$ cat src/rtl/ram_bank.sv
// ram_bank: DEPTH x WIDTH register bank, synchronous write, combinational read (0-cycle), plus a self-timed clear sweep.
// No backpressure: while busy is high the sweep owns the write port and load/clr are dropped, not queued.
module ram_bank #(
  parameter int WIDTH = 16,
  parameter int DEPTH = 8
) (
  input  logic                     clk,
  input  logic                     rst_n,
  input  logic                     load,
  input  logic [$clog2(DEPTH)-1:0] address,
  input  logic [WIDTH-1:0]         in,
  input  logic                     clr,
  output logic [WIDTH-1:0]         out,
  output logic                     busy
);

  localparam int ADDR_W = $clog2(DEPTH);

  typedef enum logic {
    IDLE,
    CLEAR
  } state_t;

  state_t              state, state_d;
  logic [ADDR_W-1:0]   ptr, ptr_d;
  logic [WIDTH-1:0]    mem [DEPTH];

  logic                wr_en;
  logic [ADDR_W-1:0]   wr_addr;
  logic [WIDTH-1:0]    wr_dat;

  // Single write port shared between the user path and the sweep.
  always_comb begin
    state_d = state;
    ptr_d   = ptr;
    wr_en   = 1'b0;
    wr_addr = address;
    wr_dat  = in;
    case (state)
      IDLE: begin
        if (clr) begin
          state_d = CLEAR;
          ptr_d   = '0;
        end else if (load) begin
          wr_en = 1'b1;
        end
      end
      CLEAR: begin
        wr_en   = 1'b1;
        wr_addr = ptr;
        wr_dat  = '0;
        ptr_d   = ptr + 1'b1;
        if (ptr == ADDR_W'(DEPTH - 1)) begin
          state_d = IDLE;
        end
      end
      default: begin
        state_d = IDLE;
        ptr_d   = '0;
      end
    endcase
  end

  always_ff @(posedge clk or negedge rst_n) begin
    if (!rst_n) begin
      state <= IDLE;
      ptr   <= '0;
    end else begin
      state <= state_d;
      ptr   <= ptr_d;
    end
  end

  always_ff @(posedge clk or negedge rst_n) begin
    if (!rst_n) begin
      for (int i = 0; i < DEPTH; i++) begin
        mem[i] <= '0;
      end
    end else if (wr_en) begin
      mem[wr_addr] <= wr_dat;
    end
  end

  assign out  = mem[address];
  assign busy = (state == CLEAR);

endmodule

$ cat config.mk
export PLATFORM = sky130hd
export DESIGN_NAME = ram_bank
export DESIGN_NICKNAME = d
export VERILOG_FILES = /design/src/rtl/ram_bank.sv
export SDC_FILE = /design/constraint.sdc
export NUM_CORES = 1
export LEC_CHECK = 0
export ABC_AREA = 1
export CAP_MARGIN = 20
export CELL_PAD_IN_SITES_DETAIL_PLACEMENT = 0
export CELL_PAD_IN_SITES_GLOBAL_PLACEMENT = 2
export CORE_ASPECT_RATIO = 0.75
export CORE_MARGIN = 10
export CORE_UTILIZATION = 37
export DETAILED_ROUTE_END_ITERATION = 7
export GPL_TIMING_DRIVEN = 0
export PLACE_DENSITY_LB_ADDON = 0.1
export SLEW_MARGIN = 20
export SYNTH_ARGS = -nofsm -noshare
export SYNTH_HDL_FRONTEND = slang
export SYNTH_SLANG_ARGS = --single-unit
export TNS_END_PERCENT = 1
$ cat constraint.sdc
create_clock -name clk -period 2.7 [get_ports clk]
set_input_delay 0.54 -clock clk [delete_from_list [all_inputs] [get_ports clk]]
set_output_delay 0.54 -clock clk [all_outputs]
set_load 0.01 [all_outputs]
==> flow_summary.toml <==
[finish]
n_antenna_cell = 0
final_cell_area_sq_um = 8120
area_growth_pct = 19.4
nFillCells = 1897
multi_input_area_sq_um = 3020
drive_gt1_share_pct = 10.7
final_cells = 1241
layout.nets = 1012
seqCellArea_sq_um = 3300

[floorplanning]
coreArea_sq_um = 17800
die_area_sq_um = 24300
die_h_um = 137
num_rows = 42
start_util_pct = 38.2
ios = 40
fp.dieW_um = 177

[yosys]
synthFlopType = "dfrtp_1"
synth.area.top_cells = "dfrtp_1 (49%), nand2_1 (25%), nand3_1 (9.4%), o21ai_0 (2.7%), nor2_1 (2.7%)"
ys_types = 18
ys_seq_elements = 132
synth_top_family_by_area = "simple AND/OR/NAND/NOR gates"
synthXorXnorAreaFrac_pct = 0
avgSynthCellArea_sq_um = 7.29
synth_edf_count = 0
synth-adder-area-share_pct = 0.368
synth_common_cells = "nand2_1 (449), dfrtp_1 (132), nand3_1 (128), nor2_1 (49), o21ai_0 (37)"
synth-simple-area-share_pct = 38.9
synth_mux_area_share_pct = 0
async_reset_ff_share_pct = 100
syn_nets = 957
ys_seq_area_share_pct = 48.6
synth-compound-area-share_pct = 5.14
netlist.area_leader.share_pct = 48.6
synth_most_common_cell = "nand2_1"
yosysWarnings = 0
yosysTopAreaCell = "dfrtp_1"
syn_inst = 932
synth.cell_area_sq_um = 6800

[critical_path]
worstReg2RegStart = "busy"
crit_end = "out[3]"
worst-r2r-setup-slack_ns = 0.73
reg2reg_to = "mem[76]"
critPathKind = "in2out"
endpoint_kind = "primary output"
r2r_cells = 5
startpoint_type = "primary input"
cp-startpoint = "address[0]"
worstPathRequired_ns = 2.16
cp_max_fo = 11
cp.arrival_ns = 2.07

[clock_network]
clk_latency_ns = 0.42
path_clk_slew_ns = 0.06
cts.path.max_buffers = 2
cts-buffers-inserted = 17
cts_max_level = 4
cts.sinks = 132
cts_tree = "done"
cts_setup_buffers = 0
cts_root_buffer = "clkbuf_16"
holdBufCountCts = 0

[outcome]
status = "completed"

[timing]
finalCritPeriodShare_pct = 96.8
rsz0062_at_grt = "yes"
relSlewSlack_pct = 46.6
period_needed_ns = 2.61
fmax_mhz = 382
tightest_slew_ns = 0.798
setup_viol = 0
hold_ws_ns = 0.0654
skew_ns = 0.00838
hold_viol_final = 0
slew_viol_final = 0

[place]
hpwl_um = 16500
placed_area_sq_um = 7490
placed_cells = 1211
gp_congestion = 0.827
io_buffer_count = 36

[detailed_routing]
drt-vias-per-instance = 4.99
initialDrtViolationCount = 586
ant_nets = 0
drc = 0
vias = 6194
dr.pass1.iters = 5
routedWlPerCell_um = 18.4
wirelength_um = 22800

[power]
p_leak_nw = 4.43
p_per_area_nw_per_um2 = 1190
ir_worst_vdd_mv = 0.540

[global_route]
grt_max_degree = 71
grt_pass1_vias = 6013
grt.total_usage_pct = 19.5
grt_pass1_wl_um = 36200
antenna_found_initial = 0
grt.overflow.total = 0

[job]
maxCapViolCount = 0

[worst_hold_path]
hold_path.class = "in2async"
-- cells by family after synthesis --
group / Yosys count
DFF: 132
buffers and inverters: 86
adders and majority gates: 2
and+or+nand+nor: 643
AOI/OAI and AO/OA: 69
-- layout by cell type (no fill, tap or decap), drive strengths merged --
| master | n |
|---|---|
| a21oi | 2 |
| buf | 52 |
| bufinv | 2 |
| clkbuf | 31 |
| clkdlybuf4s50 | 32 |
| clkinv | 6 |
| clkinvlp | 2 |
| dfrtp | 132 |
| dlymetal6s2s | 3 |
| ha | 2 |
| inv | 25 |
| nand2 | 460 |
| nand3 | 128 |
| nor2 | 55 |
| o21ai | 67 |
-- registers in the layout (all words and copies together) (netlist names) --
signal	flops
busy	1
mem	128
ptr	3
-- critical path, cell delays in order --
cell and delay [ns]:
buf_4 0.18, inv_6 0.14, clkbuf_4 0.25, nor2_1 0.06, o21ai_1 0.15, nand2_1 0.06, nand2_1 0.13, clkdlybuf4s50_1 0.56
-- cell type report --
type                    instances  share of cell area (%)
clock inverters                10                    1.34
repair buffers                 37                    4.93
inverters                      25                    1.25
clock buffers                  21                    5.55
flip-flops and latches        132                    40.7
multi-input cells             714                    37.2
plain buffers                  60                    5.30
well taps                     242                    3.73
-- report_power, final --
group | switching (W) | internal, W
Clock | 0.000885 | 0.00137
Sequential | 0.000331 | 0.00263
Combinational | 0.00313 | 0.00135
-- layer usage --
metal | share of wire, % | global-route usage [%]
met5 | 0 | 0
met3 | 5.9 | 3.83
met2 | 43 | 28.7
met1 | 50 | 28.8
met4 | 0.93 | 4.56
-- worst min path at each step --
| stage | from | end | slack, ns | cells past startpoint |
|---|---|---|---|---|
| CTS | rst_n | mem[86] | 0.1 | 1 |
| finish | rst_n | mem[86] | 0.07 | 1 |
| global route | rst_n | mem[86] | 0.11 | 1 |
| floorplan | rst_n | busy | 0.24 | 0 |
| global placement | mem[127] | mem[127] | 0.45 | 2 |
| detailed placement | mem[51] | mem[51] | 0.45 | 2 |
-- metrics by stage --
step / util, % / power [W] / setup TNS (ns) / setup WS, ns
after floorplan: - / 0.00583 / 0 / 0.719
after global placement: 41.9 / 0.00741 / -618.37 / -4.66
after detailed placement: 42.1 / 0.00746 / -4.56 / -0.341
after CTS: 45.4 / 0.00974 / -0.00348 / -0.00221
after global routing: 45.6 / 0.0103 / -0.108 / -0.0380
final: 45.6 / 0.00970 / 0 / 0.0854
-- what timing repair did --
action | 4_1_cts | 5_1_grt
endpoints found under the setup margin | 16 | 16
gates cloned | 0 | 0
gates resized for setup | 20 | 19
No activity file was read; power rests on OpenSTA's default activity.
